`config.mk`:
```
export PLATFORM = sky130hd
export DESIGN_NAME = hp_vpu_dispatch
export DESIGN_NICKNAME = d
export VERILOG_FILES = /design/src/rtl/hp_vpu_dispatch.sv
export SDC_FILE = /design/constraint.sdc
export NUM_CORES = 1
export LEC_CHECK = 0
export CORE_MARGIN = 2
export CORE_UTILIZATION = 50
export DETAILED_ROUTE_END_ITERATION = 16
export PLACE_DENSITY = 0.82
export SLEW_MARGIN = 30
export SYNTH_ARGS = -nofsm -noshare
export SYNTH_HDL_FRONTEND = slang
export SYNTH_SLANG_ARGS = --single-unit
export TNS_END_PERCENT = 10
```
`constraint.sdc`:
```
create_clock -name clk -period 3.3 [get_ports clk]
set_input_delay 0.66 -clock clk [delete_from_list [all_inputs] [get_ports clk]]
set_output_delay 0.66 -clock clk [all_outputs]
set_load 0.02 [all_outputs]
```
`src/rtl/hp_vpu_dispatch.sv`:
```
// VPU decode/dispatch: holds one queue entry, blocks RAW/WAW on a vreg busy scoreboard, issues over valid/ready.
// Optional macro HP_VPU_DISPATCH_WB_BYPASS_EN lets a same-cycle writeback release clear the hazard.
module hp_vpu_dispatch #(
    parameter int unsigned ID_W = 4,
    parameter int unsigned NREG = 32
) (
    input  logic            clk,
    input  logic            rst_n,
    input  logic            flush_i,
    input  logic            iq_empty_i,
    input  logic [31:0]     iq_instr_i,
    input  logic [ID_W-1:0] iq_id_i,
    input  logic [31:0]     iq_rs1_i,
    input  logic [31:0]     iq_rs2_i,
    output logic            iq_pop_o,
    output logic            issue_valid_o,
    input  logic            issue_ready_i,
    output logic [31:0]     issue_instr_o,
    output logic [ID_W-1:0] issue_id_o,
    output logic [31:0]     issue_rs1_o,
    output logic [31:0]     issue_rs2_o,
    output logic [4:0]      issue_vd_o,
    output logic [4:0]      issue_vs1_o,
    output logic [4:0]      issue_vs2_o,
    output logic [2:0]      issue_funct3_o,
    input  logic            wb_valid_i,
    input  logic [4:0]      wb_vd_i,
    output logic            err_valid_o,
    output logic [ID_W-1:0] err_id_o,
    output logic            busy_o
);

    localparam int unsigned REG_W   = 5;
    localparam logic [6:0]  OPC_OPV = 7'h57;
    localparam logic [2:0]  F3_CFG  = 3'b111;

    typedef enum logic [1:0] {
        ST_EMPTY = 2'd0,
        ST_HELD  = 2'd1,
        ST_ERR   = 2'd2
    } state_t;

    state_t            state_q;
    logic [31:0]       instr_q;
    logic [31:0]       rs1_q;
    logic [31:0]       rs2_q;
    logic [ID_W-1:0]   id_q;
    logic [NREG-1:0]   sb_q;

    logic [REG_W-1:0]  vd;
    logic [REG_W-1:0]  vs1;
    logic [REG_W-1:0]  vs2;
    logic [2:0]        funct3;
    logic              is_cfg;
    logic              use_vs1;
    logic              hazard;
    logic              issue_fire;
    logic [NREG-1:0]   clr_mask;
    logic [NREG-1:0]   set_mask;
    logic [NREG-1:0]   rd_mask;
    logic [NREG-1:0]   sb_chk;

    assign vd      = instr_q[11:7];
    assign vs1     = instr_q[19:15];
    assign vs2     = instr_q[24:20];
    assign funct3  = instr_q[14:12];
    assign is_cfg  = (funct3 == F3_CFG);
    assign use_vs1 = (funct3 <= 3'b010);

    // Writeback release mask and the set of registers the held instruction touches
    always_comb begin
        clr_mask = '0;
        rd_mask  = '0;
        for (int unsigned i = 0; i < NREG; i++) begin
            clr_mask[i] = wb_valid_i && (wb_vd_i == REG_W'(i));
            rd_mask[i]  = (!is_cfg && ((vs2 == REG_W'(i)) || (vd == REG_W'(i))))
                        || (use_vs1 && (vs1 == REG_W'(i)));
        end
    end

`ifdef HP_VPU_DISPATCH_WB_BYPASS_EN
    assign sb_chk = sb_q & ~clr_mask;
`else
    assign sb_chk = sb_q;
`endif

    assign hazard        = |(sb_chk & rd_mask);
    assign issue_valid_o = (state_q == ST_HELD) && !hazard;
    assign issue_fire    = issue_valid_o && issue_ready_i;
    assign iq_pop_o      = !iq_empty_i && !flush_i
                         && ((state_q == ST_EMPTY) || (state_q == ST_ERR) || issue_fire);

    // Destination marked busy when a vreg-writing instruction leaves
    always_comb begin
        set_mask = '0;
        for (int unsigned i = 0; i < NREG; i++) begin
            set_mask[i] = issue_fire && !is_cfg && (vd == REG_W'(i));
        end
    end

    always_ff @(posedge clk or negedge rst_n) begin
        if (!rst_n) begin
            state_q <= ST_EMPTY;
            instr_q <= '0;
            rs1_q   <= '0;
            rs2_q   <= '0;
            id_q    <= '0;
            sb_q    <= '0;
        end else if (flush_i) begin
            state_q <= ST_EMPTY;
            sb_q    <= '0;
        end else begin
            sb_q <= (sb_q & ~clr_mask) | set_mask;
            if (iq_pop_o) begin
                instr_q <= iq_instr_i;
                rs1_q   <= iq_rs1_i;
                rs2_q   <= iq_rs2_i;
                id_q    <= iq_id_i;
                state_q <= (iq_instr_i[6:0] == OPC_OPV) ? ST_HELD : ST_ERR;
            end else if (issue_fire || (state_q == ST_ERR)) begin
                state_q <= ST_EMPTY;
            end
        end
    end

    assign issue_instr_o  = instr_q;
    assign issue_id_o     = id_q;
    assign issue_rs1_o    = rs1_q;
    assign issue_rs2_o    = rs2_q;
    assign issue_vd_o     = vd;
    assign issue_vs1_o    = vs1;
    assign issue_vs2_o    = vs2;
    assign issue_funct3_o = funct3;
    assign err_valid_o    = (state_q == ST_ERR);
    assign err_id_o       = id_q;
    assign busy_o         = (state_q != ST_EMPTY) || (|sb_q);

endmodule

```
After elaboration in Yosys (flattened, before gate mapping)
Cells that the tools add are included.

Bitwise operators: 5. Reductions and logical operators: 215. Magnitude comparators: 1. Equality and inequality tests: 128. Muxes and demuxes: 5.

Operators by type and width (count): 5-bit equality test (second input constant) (64); 5-bit by 4-bit equality test with 1-bit output (second input constant) (32); 1-bit logical AND (133); 5-bit by 3-bit equality test with 1-bit output (second input constant) (16); 1-bit logical OR (68); 32-bit AND (2); 32-bit OR reduction (2); 5-bit by 2-bit equality test with 1-bit output (second input constant) (8); 32-bit two-way mux (1); 32-bit NOT (1); 32-bit bitwise OR (1); 5-bit by 1-bit equality test with 1-bit output (second input constant) (4); 5-bit logical NOT (4); 2-bit two-way mux (4); 7-bit equality test (second input constant) (1); 1-bit logical NOT (4); 3-bit equality test (second input constant) (1); 3-bit by 2-bit <= comparator with 1-bit output (second input constant) (1); 3-bit nonzero test (1); 2-bit by 1-bit equality test with 1-bit output (second input constant) (1); 2-bit equality test (second input constant) (1); 2-bit logical NOT (1); 2-bit AND reduction (1); 2-bit nonzero test (1); 1-bit NOT (1).

Output and inout bits: 126. Register bits after elaboration: 134. Word-level logic and storage cells: 360. Input bits: 111.

Longest topological paths before layout
Gate-level depths: netlist of run 1.

Word-level depth: 13. Depth in mapped cells: 11. Mapped depth without buffers: 7.

Worst setup path after synthesis of run 1
OpenSTA, ideal clock, no wires.

Kind: register to output. From: register instr_q[15], in the netlist issue_instr_o[15]. To: output port iq_pop_o. Arrival: 2.635 ns. Path slack: 0.005 ns. Cell stages (with the launch flop): 10. Path buffers: 2. Cells stage by stage: dfrtp_1 > buf_2 > mux4_2 > nand4_1 > o21ai_0 > nor4_2 > o2111a_1 > buf_2 > nand2_1 > a21oi_1.

Longest elaborated chain between the ends: 10. Elaborated cells on any way between the ends: 103.

Ends and longest elaborated chain: from (decl) (RTL line 44) `logic [31:0] instr_q;`; from (signal assigned) (RTL line 115) `instr_q <= iq_instr_i;`; 5-bit by 1-bit equality test with 1-bit output (tied with other cells) (RTL line 77) `|| (use_vs1 && (vs1 == REG_W'(i)));`; 1-bit logical AND (RTL line 77); 1-bit logical OR (RTL line 77); 32-bit AND (*) (RTL line 87) `assign hazard = |(sb_chk & rd_mask);`; 32-bit OR reduction (*) (RTL line 87); 1-bit logical NOT (*) (RTL line 88) `assign issue_valid_o = (state_q == ST_HELD) && !hazard;`; 1-bit logical AND (*) (RTL line 88); 1-bit logical AND (*) (RTL line 89) `assign issue_fire = issue_valid_o && issue_ready_i;`; 1-bit logical OR (*) (RTL line 91) `&& ((state_q == ST_EMPTY) || (state_q == ST_ERR) || issue_fire);`; 1-bit logical AND (*) (RTL line 91); to (decl) (RTL line 15) `output logic iq_pop_o,`.

Every way passes the cells marked *; elsewhere a longest branch is shown, timed or not.

Worst setup path in the final report of run 1
From: register instr_q[20], in the netlist issue_instr_o[20]. To: output port iq_pop_o.

Longest elaborated chain between the ends: 11. Elaborated cells on any way between the ends: 135.

Ends and longest elaborated chain: 5-bit by 1-bit equality test with 1-bit output (tied with other cells) (RTL line 76) `rd_mask[i] = (!is_cfg && ((vs2 == REG_W'(i)) || (vd == REG_W'(i))))`; 1-bit logical OR (RTL line 76); 1-bit logical AND (RTL line 76); 1-bit logical OR (RTL line 77); 32-bit AND (*) (RTL line 87); 32-bit OR reduction (*) (RTL line 87); 1-bit logical NOT (*) (RTL line 88); 1-bit logical AND (*) (RTL line 88); 1-bit logical AND (*) (RTL line 89); 1-bit logical OR (*) (RTL line 91); 1-bit logical AND (*) (RTL line 91).

Marked as above.

==> results by stage, run 1 <==
Critical path:
- The most prevalent standard cell on the critical path is sky130_fd_sc_hd__buf_4.
- The reg-to-reg critical path startpoint is issue_instr_o[20].
- The stage delay of the slowest cell on the critical path is 0.42 ns.
- For flop-to-flop paths, the worst setup slack is 0.06 ns.
- The capture point of the worst path is iq_pop_o.
- STA classifies the critical path startpoint as a flip-flop.
- At the worst endpoint, the arrival time is 2.70 ns.
- The total number of cells along the worst setup path is 10.
- The critical path contains buffers and inverters numbering 3 combined.
- In this run the critical register-to-register path is captured at issue_instr_o[6].
- The critical path in this run is classified as flip-flop to output port.
- The slowest stage of the critical path belongs to the cell sky130_fd_sc_hd__a311o_1.
- The worst setup path is captured at an output port.
- Tracing the worst setup path back leads to its startpoint at issue_instr_o[20].
- The cell family with the largest share of critical-path delay is compound AO/OA/AOI/OAI gates.
- STA puts the critical path data required time at 2.64 ns.
- Counting cells, the worst reg-to-reg path comes to 11.
- The critical path goes through buf_4 > buf_4 > or2_2 > o22ai_1 > a311o_1 > nor4_4 > o2111a_4 > nand2_2 > a21oi_2 > buf_6.
- Along the worst path, the maximum fanout reaches 9.

Detailed routing:
- The remaining design rule violation count is 0.
- The count of vias placed by the detailed router is 10120.
- Summed over all layers, the routed wires come to 34370 µm.
- The antenna violation net count after detailed routing is 0.
- The number of detailed-routing iterations run before antenna repair is 5.
- The post-detailed-route wirelength per cell is 22.40 µm.
- The detailed router finished its first iteration with 1178 violations.
- Dividing the detail-routed via count by the number of cells gives 6.596.

Clocking:
- CTS saw 134 sinks.
- The post-CTS clock slew at the launch and capture registers of the worst setup and hold paths is 0.06 ns.
- The master cell of the clock root buffer is sky130_fd_sc_hd__clkbuf_16.
- The number of buffers created by CTS is 17.
- The H-tree generated during clock tree synthesis spans 4 levels.
- The CTS tree is built.
- The clock latency at the later pin of the worst-skew pair is 0.43 ns.
- The maximum buffer depth of the clock tree is 2.

Floorplan:
- The placement row count is 48.
- The die span in x is 136.7 µm.
- The top-level port count is 237.
- The die footprint is 18700 µm².
- The y dimension of the die is 136.7 µm.
- The initial standard-cell utilization of the core is 0.5112.
- The floorplan step defined a core boundary enclosing 17240 µm².

Global routing:
- The initial antenna violation count was 1.
- The maximum number of pins on one net before global-route repair is 132.
- For this run, the total global-route usage over all layers was measured as 0.3693.
- The via count of the first global-routing pass is 9694.
- The first global-routing pass estimated 53930 µm of wire.
- The remaining global-route overflow is 0.

Place:
- At the end of routability-driven placement, the weighted congestion stood at 1.044.
- The number of cells after detailed placement is 1480.
- The HPWL after detailed placement is 22630 µm.
- Buffers placed on the I/O ports in this run total 236.

Synthesis:
- The async set-reset flop share out of synthesis is 1.000.
- The predominant post-synthesis flop cell is sky130_fd_sc_hd__dfrtp_1.
- Summing every instance area after synthesis gives 8811 µm².
- The total nets after synthesis is 1171.
- In this run, synthesis produced a sequential element count of 134.
- The distinct cell type count after synthesis is 60.
- The number of synthesized flops with an enable pin is 0.
- Averaged over all synthesized cells, the footprint is 8.312 µm².
- During synthesis, Yosys emitted a total of 0 warnings.
- The share of the Yosys chip area taken by registers is 0.3806.
- After technology mapping, the gate count stands at 1060.

Worst hold path:
- The worst hold path belongs to the class input pin to asynchronous set/reset pin.

Finish:
- The area growth from synthesis to layout is 41.92%.
- Of the cells placed in the final design, the portion with a size suffix greater than 1 is 0.1459.
- Excluding fillers, the count of instances in the completed layout stands at 1534.
- The repair_antennas step left the layout with diodes totalling 0.
- The layout filler cell count is 1321.
- The post-layout utilization of the core is 0.7255.
- The area of the multi-input gates is 4885 µm².
- The sequential cells in the finished layout cover a total of 3368 µm².
- The library cell used most frequently in the layout, excluding fill and tap cells, is sky130_fd_sc_hd__clkdlybuf4s50_1.
- In the layout the commonest cells are sky130_fd_sc_hd__clkdlybuf4s50_1 (233), sky130_fd_sc_hd__nand2_1 (130), sky130_fd_sc_hd__dfrtp_1 (124).
- The final layout contains 1408 nets.

STA:
- The worst clock skew on the final layout is 0.01131 ns.
- Setup violations remaining at the end of the flow were counted as 1.
- The number of hold-slack violations in the final timing report was 0.
- The slew at the pin with the worst max-slew slack is 0.8873 ns.
- Setup slack on the critical path of the routed design comes to -0.06337 ns.
- The count of final max-slew check failures was 0.
- The worst path in the final design needs a cycle of 3.363 ns, including I/O delays and setup.
- Setup repair after global routing could not meet its margin everywhere.
- For this run, the top clock speed supported by timing is 297.3 MHz.
- The minimum hold slack is 0.2065 ns.
- In this run the tightest slew margin relative to its limit is 0.4085.
- In the finished design, the share of the clock period the worst path needs comes to 1.019.

Power:
- The design draws 5.499 mW.
- The worst-case IR drop observed on VDD is 0.3880 mV.
- Dividing total power by cell area gives a power density of 439.7 nW/µm².
- The reported leakage power is 4.904 nW.

Status:
- The checks that failed: setup timing.
- The run finished, with violations left.

Run:
- The tool flagged a number of max-cap violations equal to 0.
[logic make-up after synthesis]
group,count (synthesis),share of synthesized area
AND/OR/NAND/NOR,456,0.2893
AO/OA/AOI/OAI,309,0.2279
buffers and inverters,143,0.07612
flip-flops,134,0.3806
multiplexers,18,0.02613
[layer usage]
metal / up-vias / routed length (µm) / GRT usage
met2: 626 / 15980 / 0.5644
met1: 4862 / 13330 / 0.4810
li1: 4506 / - / -
met4: 2 / 1441 / 0.1713
met3: 122 / 3602 / 0.1104
met5: - / 18 / 0
[worst register-to-register path: cells and delay by family (launching register included)]
family | cells | cell delay, ns
compound gates | 4 | 0.94
buf+inv | 4 | 1.12
simple gates | 3 | 0.72
flops | 1 | 0.34
[cell usage after synthesis, drive strengths merged, types with 2 or more instances]
| cell | n | share of area |
|---|---|---|
| dfrtp | 134 | 0.38 |
| nand2 | 131 | 0.056 |
| o211ai | 113 | 0.096 |
| a21oi | 111 | 0.063 |
| nand4 | 108 | 0.077 |
| and3 | 100 | 0.071 |
| clkbuf | 69 | 0.029 |
| buf | 66 | 0.043 |
| o21ai | 30 | 0.017 |
| nand3 | 29 | 0.017 |
| mux2i | 14 | 0.016 |
| nand3b | 14 | 0.012 |
| nor4 | 14 | 0.011 |
| nor2b | 10 | 0.0071 |
| o22ai | 10 | 0.0071 |
| nor2 | 9 | 0.0047 |
| nor3b | 9 | 0.0077 |
| nand2b | 8 | 0.0057 |
| inv | 7 | 0.0030 |
| a22oi | 6 | 0.0051 |
| nand4b | 6 | 0.0060 |
| o311ai | 5 | 0.0050 |
| o31ai | 5 | 0.0043 |
| a31o | 4 | 0.0040 |
| a32oi | 4 | 0.0040 |
| mux4 | 4 | 0.010 |
| nor3 | 4 | 0.0023 |
| or2 | 3 | 0.0021 |
| or3b | 3 | 0.0030 |
| a22o | 2 | 0.0020 |
| a31oi | 2 | 0.0014 |
| nand4bb | 2 | 0.0026 |
| o211a | 2 | 0.0023 |
| o32ai | 2 | 0.0020 |
| o41ai | 2 | 0.0028 |
| or3 | 2 | 0.0014 |
[state kept, by name (all words and copies together) (netlist names)]
| signal | flops |
|---|---|
| err_id_o | 4 |
| issue_instr_o | 32 |
| issue_rs1_o | 32 |
| issue_rs2_o | 32 |
| sb_chk | 32 |
| state_q | 2 |
[per-stage QoR]
stage | area [µm²] | TNS (ns) | worst slack [ns]
floorplan | 8811 | 0 | 0.004807
global placement | 11630 | -16.44 | -0.2270
detailed placement | 11630 | -18.44 | -0.2563
CTS | 12300 | -0.04096 | -0.04096
global route | 12500 | -0.1713 | -0.1244
finish | 12500 | -0.06337 | -0.06337
[timing repair]
| item | in CTS | in global routing |
|---|---|---|
| buffers inserted | 6 | 15 |
| endpoints found under the hold margin | 0 | 0 |
| cloned | 1 | 0 |
| setup endpoints to repair | 98 | 96 |
| hold buffers | 0 | 0 |
| resized for setup | 21 | 23 |
| pin swaps | 8 | 10 |
[final cells by class]
| cell class | count | area share |
|---|---|---|
| Multi-Input combinational cell | 784 | 0.3906 |
| Sequential cell | 134 | 0.2694 |
| Timing Repair Buffer | 352 | 0.2684 |
| Clock buffer | 22 | 0.03872 |
| Tap cell | 225 | 0.02251 |
| Clock inverter | 9 | 0.008005 |
| Inverter | 8 | 0.002401 |
[worst min path at each step]
stage	start	endpoint	slack, ns	cells past startpoint
after floorplan	rst_n	err_id_o[0]	0.36	0
after global placement	issue_rs2_o[19]	issue_rs2_o[19]	0.51	2
after detailed placement	issue_rs2_o[3]	issue_rs2_o[3]	0.52	2
after CTS	rst_n	err_id_o[0]	0.24	1
after global routing	rst_n	err_id_o[1]	0.25	1
final	rst_n	err_id_o[0]	0.21	1
[report_power, final]
group          switching, mW  total (mW)  internal [mW]
Clock                  0.735        1.92           1.18
Combinational          0.815        1.60          0.786
Sequential             0.171        1.98           1.81
Note: power is estimated with default switching activity, not from simulation.
==> run 2: changes to the inputs <==
--- a/config.mk
+++ b/config.mk
@@ -5,7 +5,6 @@
 export SDC_FILE = /design/constraint.sdc
 export NUM_CORES = 1
 export LEC_CHECK = 0
-export CORE_MARGIN = 2
 export CORE_UTILIZATION = 50
 export DETAILED_ROUTE_END_ITERATION = 16
 export PLACE_DENSITY = 0.82
==> results by stage, run 2 (synthesis gave the netlist of run 1 again) <==
Power:
- The power per standard cell area came to 446.4 nW/µm² (+1.5%).
- The maximum VDD drop came to 0.3786 mV (-2.4%).
- The reported leakage power is 4.888 nW (-0.34%).

STA:
- The headroom to the max-slew limit came to 0.3829 (-0.02560).
- The slew at the pin with the worst max-slew slack is 0.9257 ns (+0.03840 ns).
- The count of final max-slew check failures is 0 (unchanged).
- The achievable frequency was 299.4 MHz (+0.70%).
- Setup repair after global routing could not meet its margin everywhere.
- The minimum hold slack is 0.1838 ns (-0.02269 ns).
- The number of hold-slack violations in the final timing report is 0 (unchanged).
- The number of setup violations in the final report was 1 (unchanged).
- The worst clock skew on the final layout is 0.01556 ns (+0.004249 ns).
- The slack of the critical path is -0.04014 ns (+0.02323 ns).
- The final period demand of the worst path is 3.340 ns (-0.02323 ns).
- The share of the clock period used by the worst path is 1.012 (-0.007040).

Detailed routing:
- The post-detailed-route wirelength per cell is 22.25 µm (-0.70%).
- The routed wire length on met3 is 3558 µm (-1.2%).
- The number of detailed-routing iterations run before antenna repair is 6 (+1).
- The antenna violation net count after detailed routing is 0 (unchanged).
- The count of vias placed by the detailed router is 10240 (+1.2%).
- The total met2 wirelength after detailed routing is 15970 µm (about the same).
- The total routed wire length on the met1 layer is 13250 µm (-0.59%).
- The remaining design rule violation count is 0 (unchanged).
- The number of vias per cell after detailed routing came to 6.686 (+1.4%).
- The top layer reached by signal wires is met4.
- The DRC violation total after the first TritonRoute iteration is 1179 (+0.085%).
- The final wirelength is 34080 µm (-0.83%).

Global routing:
- The maximum number of pins on one net before global-route repair is 102 (-23%).
- The via count of the first global-routing pass was 9677 (-0.18%).
- The wire length of the first global-routing pass was 53160 µm (-1.4%).
- The remaining global-route overflow is 0 (unchanged).
- The all-layer global routing usage is 0.3736 (+0.004249).
- The initial antenna violation count was 0 (-1).

Finish:
- The post-layout utilization of the core came to 0.7245 (-0.0009440).
- The fraction of final layout cells sized beyond drive strength 1 came to 0.1370 (-0.008958).
- The library cells used most frequently in the layout, excluding fill and tap cells, are sky130_fd_sc_hd__clkdlybuf4s50_1 (233), sky130_fd_sc_hd__nand2_1 (130), sky130_fd_sc_hd__dfrtp_1 (127).
- The net count of the finished layout was 1406 (-0.14%).
- The area growth from synthesis to layout is 41.74%.
- The number of antenna diodes was 0 (unchanged).
- The most common cell after layout, fill and taps aside is sky130_fd_sc_hd__clkdlybuf4s50_1.

Clocking:
- The maximum buffer depth of the clock tree is 2 (unchanged).
- The number of H-tree levels is 4 (unchanged).
- The post-CTS clock slew at the launch and capture registers of the worst setup and hold paths is 0.07 ns (about the same).
- TritonCTS built the clock tree.
- CTS placed an instance of sky130_fd_sc_hd__clkbuf_16 at the clock tree root.
- The number of buffers created by CTS came to 17 (unchanged).
- The number of sinks on the clock net came to 134 (unchanged).
- The clock latency at the later pin of the worst-skew pair is 0.43 ns (about the same).
- The number of hold buffers added after CTS is 0 (unchanged).

Place:
- The number of I/O port buffers is 236 (unchanged).
- The worst setup slack before clock tree synthesis came to -0.2153 ns (+0.04100 ns).
- The final estimated routing congestion in global placement came to 1.006 (-3.6%).
- The sum of net half-perimeters after detailed placement is 22960 µm (+1.5%).

Floorplan:
- The y dimension of the die is 134.7 µm (-1.5%).
- The placement row count was 48 (unchanged).
- The floorplan core area was 17240 µm² (unchanged).
- The die span in x is 134.7 µm (-1.5%).
- The initial standard-cell utilization of the core is 0.5112 (unchanged).
- The top-level port count is 237 (unchanged).
- The die footprint is 18160 µm² (-2.9%).

Critical path:
- The worst setup path is launched from a flip-flop.
- The critical path arrival is 2.68 ns (-0.02 ns).
- The minimum setup slack among reg-to-reg paths is 0.14 ns (+0.08 ns).
- The data required time at the worst endpoint is 2.64 ns (about the same).
- The largest fanout on the critical path is 7 (-2).
- The sort of element at the end of the critical path is an output port.
- The setup path with the least slack is of type flip-flop to output port.

Status:
- The final reports fail on setup timing.
- The run finished, with violations left.

Worst hold path:
- The type of the most critical hold path is input pin to asynchronous set/reset pin.

Run:
- The max capacitance violation total was 0 (unchanged).
## run 2: cell types whose count changed in the layout (fill, tap and decap cells not counted), sizes merged
cell      before  now
clkinv         6    3
bufinv         2    3
clkinvlp       2    3
buf          119  117
clkbuf        22   24
nor2          10    9
## run 2: path summary, 6_finish.rpt
path | depth (start not counted) | start | endpoint
min | 1 | rst_n | err_id_o[1]
min in group clk | 2 | issue_rs2_o[11] | issue_rs2_o[11]
max in group asynchronous | 2 | rst_n | issue_instr_o[13]
min reg2reg | 2 | issue_rs2_o[11] | issue_rs2_o[11]
max reg2reg | 10 | issue_instr_o[8] | issue_instr_o[22]
max | 9 | issue_instr_o[8] | iq_pop_o
## run 2: cell type report
type / instances / area, µm²
flip-flops and latches: 134 / 3364
clock buffers: 23 / 478.0
multi-input cells: 783 / 4850
inverters: 8 / 30.03
clock inverters: 8 / 122.6
well taps: 225 / 281.5
fillers: 1339 / 4748
repair buffers: 351 / 3362
## run 2: repair_timing
| action | 4_1_cts | 5_1_grt |
|---|---|---|
| setup buffers | 1 | 4 |
| setup endpoints to repair | 98 | 97 |
| pin swaps | 5 | 8 |
| resized for setup | 20 | 11 |
| cloned | 0 | 0 |
## run 2: through the flow
stage | cell area (µm²) | total power [mW] | cells | TNS (ns)
floorplan | 8811 | 2.726 | 1060 | 0
global placement | 11790 | 3.555 | 1496 | -7.204
detailed placement | 11790 | 3.578 | 1496 | -9.524
CTS | 12420 | 5.547 | 1528 | -0.02822
global route | 12490 | 5.748 | 1532 | -0.1633
finish | 12490 | 5.575 | 1532 | -0.04014
## run 2: routing by layer
| layer | track usage | up-vias |
|---|---|---|
| li1 | - | 4503 |
| met1 | 0.4869 | 4963 |
| met2 | 0.5885 | 662 |
| met3 | 0.09272 | 115 |
| met4 | 0.1635 | 0 |
| met5 | 0 | - |
## run 2: power breakdown
part / leakage [nW] / internal [mW] / switching [mW]
Clock: 0.285 / 1.24 / 0.739
Sequential: 1.69 / 1.81 / 0.177
Combinational: 2.91 / 0.792 / 0.816
Total: 4.89 / 3.84 / 1.73
## run 2: worst max-delay path: stages (launching register included)
cell,delay [ns]
sky130_fd_sc_hd__dfrtp_2,0.47
sky130_fd_sc_hd__buf_6,0.16
sky130_fd_sc_hd__nand3b_1,0.08
sky130_fd_sc_hd__a21oi_1,0.08
sky130_fd_sc_hd__nor4_2,0.34
sky130_fd_sc_hd__nand4_1,0.23
sky130_fd_sc_hd__o41ai_4,0.44
sky130_fd_sc_hd__nand2_2,0.13
sky130_fd_sc_hd__a21oi_2,0.18
sky130_fd_sc_hd__buf_6,0.14
==> run 3: changes to the inputs <==
==> constraint.sdc (replaced) <==
create_clock -name clk -period 3.3 [get_ports clk]
set_input_delay 0.66 -clock clk [delete_from_list [all_inputs] [get_ports clk]]
set_output_delay 0.66 -clock clk [all_outputs]
set_load 0.005 [all_outputs]
==> results by stage, run 3 (synthesis gave the netlist of run 1 again) <==
Detailed routing:
- The post-detailed-route wirelength per cell is 21.94 µm (-1.4%).
- The remaining design rule violation count is 0 (unchanged).
- The DRC violation total after the first TritonRoute iteration is 1169 (-0.85%).
- The number of detailed-routing iterations run before antenna repair is 8 (+2).
- The count of vias placed by the detailed router is 10180 (-0.64%).
- The final wirelength came to 33630 µm (-1.3%).
- The number of vias per cell after detailed routing came to 6.639 (-0.71%).
- The antenna violation net count after detailed routing is 0 (unchanged).

Global routing:
- The wire length of the first global-routing pass is 52620 µm (-1.0%).
- The global routing stage identified its most utilized layer as met2.
- The maximum number of pins on one net before global-route repair is 102 (unchanged).
- The global routing usage on met1 is 0.5056 (+0.01862).
- The remaining global-route overflow is 0 (unchanged).
- The via count of the first global-routing pass is 9426 (-2.6%).
- The all-layer global routing usage is 0.3711 (-0.002448).
- The met3 global-route usage is 0.09610 (+0.003378).
- The met2 usage in global routing is 0.5587 (-0.02978).
- The initial antenna violation count came to 0 (unchanged).

Critical path:
- The largest fanout on the critical path is 4 (-3).
- The critical path arrival is 2.67 ns (about the same).
- The cell at the slowest stage of the critical path is sky130_fd_sc_hd__mux4_2.
- The minimum setup slack among reg-to-reg paths is 0.11 ns (-0.03 ns).
- The data required time at the worst endpoint is 2.64 ns (about the same).
- In this design, the largest share of critical-path delay is due to buffers and inverters.
- Walking the worst path, the cells encountered are buf_8 > buf_12 > mux4_2 > a211oi_1 > o32a_1 > buf_4 > o211ai_1 > nor2_2 > clkdlybuf4s15_1.
- STA classifies the critical path endpoint as an output port.
- The worst setup path is launched from a flip-flop.
- The stage delay of the slowest cell on the critical path was 0.51 ns (+0.04 ns).
- The category of the most critical setup path is flip-flop to output port.
- The worst path buffer plus inverter count is 4 (+2).

STA:
- The slew at the pin with the worst max-slew slack was 0.9187 ns (-0.007038 ns).
- The number of setup violations in the final report is 2 (+1).
- The minimum hold slack is 0.2285 ns (+0.04472 ns).
- Setup repair after global routing could not meet its margin everywhere.
- The slack of the critical path is -0.03176 ns (+0.008381 ns).
- The count of final max-slew check failures is 0 (unchanged).
- The number of hold-slack violations in the final timing report came to 0 (unchanged).
- The achievable frequency is 300.1 MHz (+0.25%).
- The worst clock skew on the final layout is 0.01197 ns (-0.003590 ns).
- The final period demand of the worst path is 3.332 ns (-0.008381 ns).
- The headroom to the max-slew limit came to 0.3876 (+0.004692).
- The share of the clock period used by the worst path is 1.010 (-0.002540).

Clocking:
- The master cell of the clock root buffer is sky130_fd_sc_hd__clkbuf_16.
- The maximum buffer depth of the clock tree came to 2 (unchanged).
- The number of buffers created by CTS came to 17 (unchanged).
- The number of H-tree levels came to 4 (unchanged).
- The number of sinks on the clock net was 134 (unchanged).
- The CTS tree is built.
- The post-CTS clock slew at the launch and capture registers of the worst setup and hold paths is 0.06 ns (about the same).
- The clock latency at the later pin of the worst-skew pair is 0.43 ns (about the same).

Power:
- The sequential share of power was 0.369 (+0.013).
- The power share of the combinational group is 0.253 (-0.035).
- The reported leakage power was 4.923 nW (+0.72%).
- The maximum VDD drop was 0.3264 mV (-14%).
- The total power is 5.386 mW (-3.4%).
- The net switching power of the design is 1.516 mW (-12%).
- The power per standard cell area came to 428.5 nW/µm² (-4.0%).
- The cell internal power dissipation came to 3.870 mW (+0.70%).
- The clock network fraction of total power is 0.378 (+0.023).
- The net switching fraction of the power came to 0.2814 (-0.02923).

Finish:
- The area of the multi-input gates is 4863 µm² (+0.28%).
- The layout filler cell count is 1300 (-2.9%).
- The number of antenna diodes is 0 (unchanged).
- The library cells used most frequently in the layout, excluding fill and tap cells, are sky130_fd_sc_hd__clkdlybuf4s50_1 (233), sky130_fd_sc_hd__nand2_1 (130), sky130_fd_sc_hd__dfrtp_1 (128).
- The summed area of non-filler cells in the final layout came to 12570 µm² (+0.64%).
- The most common cell after layout, fill and taps aside is sky130_fd_sc_hd__clkdlybuf4s50_1.
- The net count of the finished layout came to 1406 (unchanged).
- The area growth from synthesis to layout is 42.64%.
- The sequential cell area is 3363 µm² (about the same).
- The fraction of final layout cells sized beyond drive strength 1 is 0.1399 (+0.002953).

Place:
- The final estimated routing congestion in global placement is 1.025 (+1.9%).
- The number of I/O port buffers was 236 (unchanged).
- The placement-stage cell area is 11740 µm² (-0.45%).
- The sum of net half-perimeters after detailed placement is 22550 µm (-1.8%).
- The worst setup slack before clock tree synthesis is -0.1591 ns (+0.05618 ns).

Floorplan:
- The y dimension of the die is 134.7 µm (unchanged).
- The die footprint came to 18160 µm² (unchanged).
- The floorplan core area is 17240 µm² (unchanged).
- The initial standard-cell utilization of the core came to 0.5112 (unchanged).
- The die span in x is 134.7 µm (unchanged).
- The placement row count came to 48 (unchanged).
- The top-level port count is 237 (unchanged).

Worst hold path:
- The min-delay analysis places its worst path in the category input pin to asynchronous set/reset pin.

Status:
- The checks that failed: setup timing.
- The flow ran to the end, but the final reports show violations.

Run:
- The max capacitance violation total is 0 (unchanged).
==> run 3: metrics by stage <==
step | std cells | TNS [ns] | util
floorplan | 1060 | 0 | -
global placement | 1487 | -5.915 | 0.6792
detailed placement | 1488 | -0.8075 | 0.6808
CTS | 1528 | -0.06576 | 0.7243
global route | 1533 | -0.2929 | 0.7292
finish | 1533 | -0.04064 | 0.7292
==> run 3: path summary, 6_finish.rpt <==
check / startpoint / end / cells after the start
max in group asynchronous: rst_n / issue_instr_o[16] / 2
setup / recovery: issue_instr_o[15] / issue_valid_o / 9
setup reg to reg: issue_instr_o[15] / sb_chk[10] / 11
min in group clk: issue_instr_o[29] / issue_instr_o[29] / 2
hold / removal: rst_n / err_id_o[0] / 1
hold reg to reg: issue_instr_o[29] / issue_instr_o[29] / 2
==> run 3: area by class of cell <==
cell class | instances | share of cell area
repair buffers | 351 | 0.2707
clock buffers | 23 | 0.03883
clock inverters | 9 | 0.01115
well taps | 225 | 0.02240
flip-flops and latches | 134 | 0.2676
inverters | 8 | 0.002389
multi-input cells | 783 | 0.3870
==> run 3: per-layer routing <==
metal,wire [µm],up-vias
met4,1284,0
met5,0,-
met2,15260,676
li1,-,4504
met3,3614,102
met1,13470,4895
==> run 3: what timing repair did <==
action,CTS,global route
pin swaps,10,7
buffers inserted,8,5
endpoints found under the setup margin,17,94
resized for setup,24,8
hold buffers,0,0
==> run 3: power by group through the flow <==
stage                     clock (mW)  sequential [mW]  combinational (mW)
final                           2.03             1.99                1.36
after global routing            2.11             2.01                1.45
after CTS                       2.05             1.98                1.34
after detailed placement           0             2.00                1.32
after global placement             0             2.00                1.30
after floorplan                    0             1.98               0.513
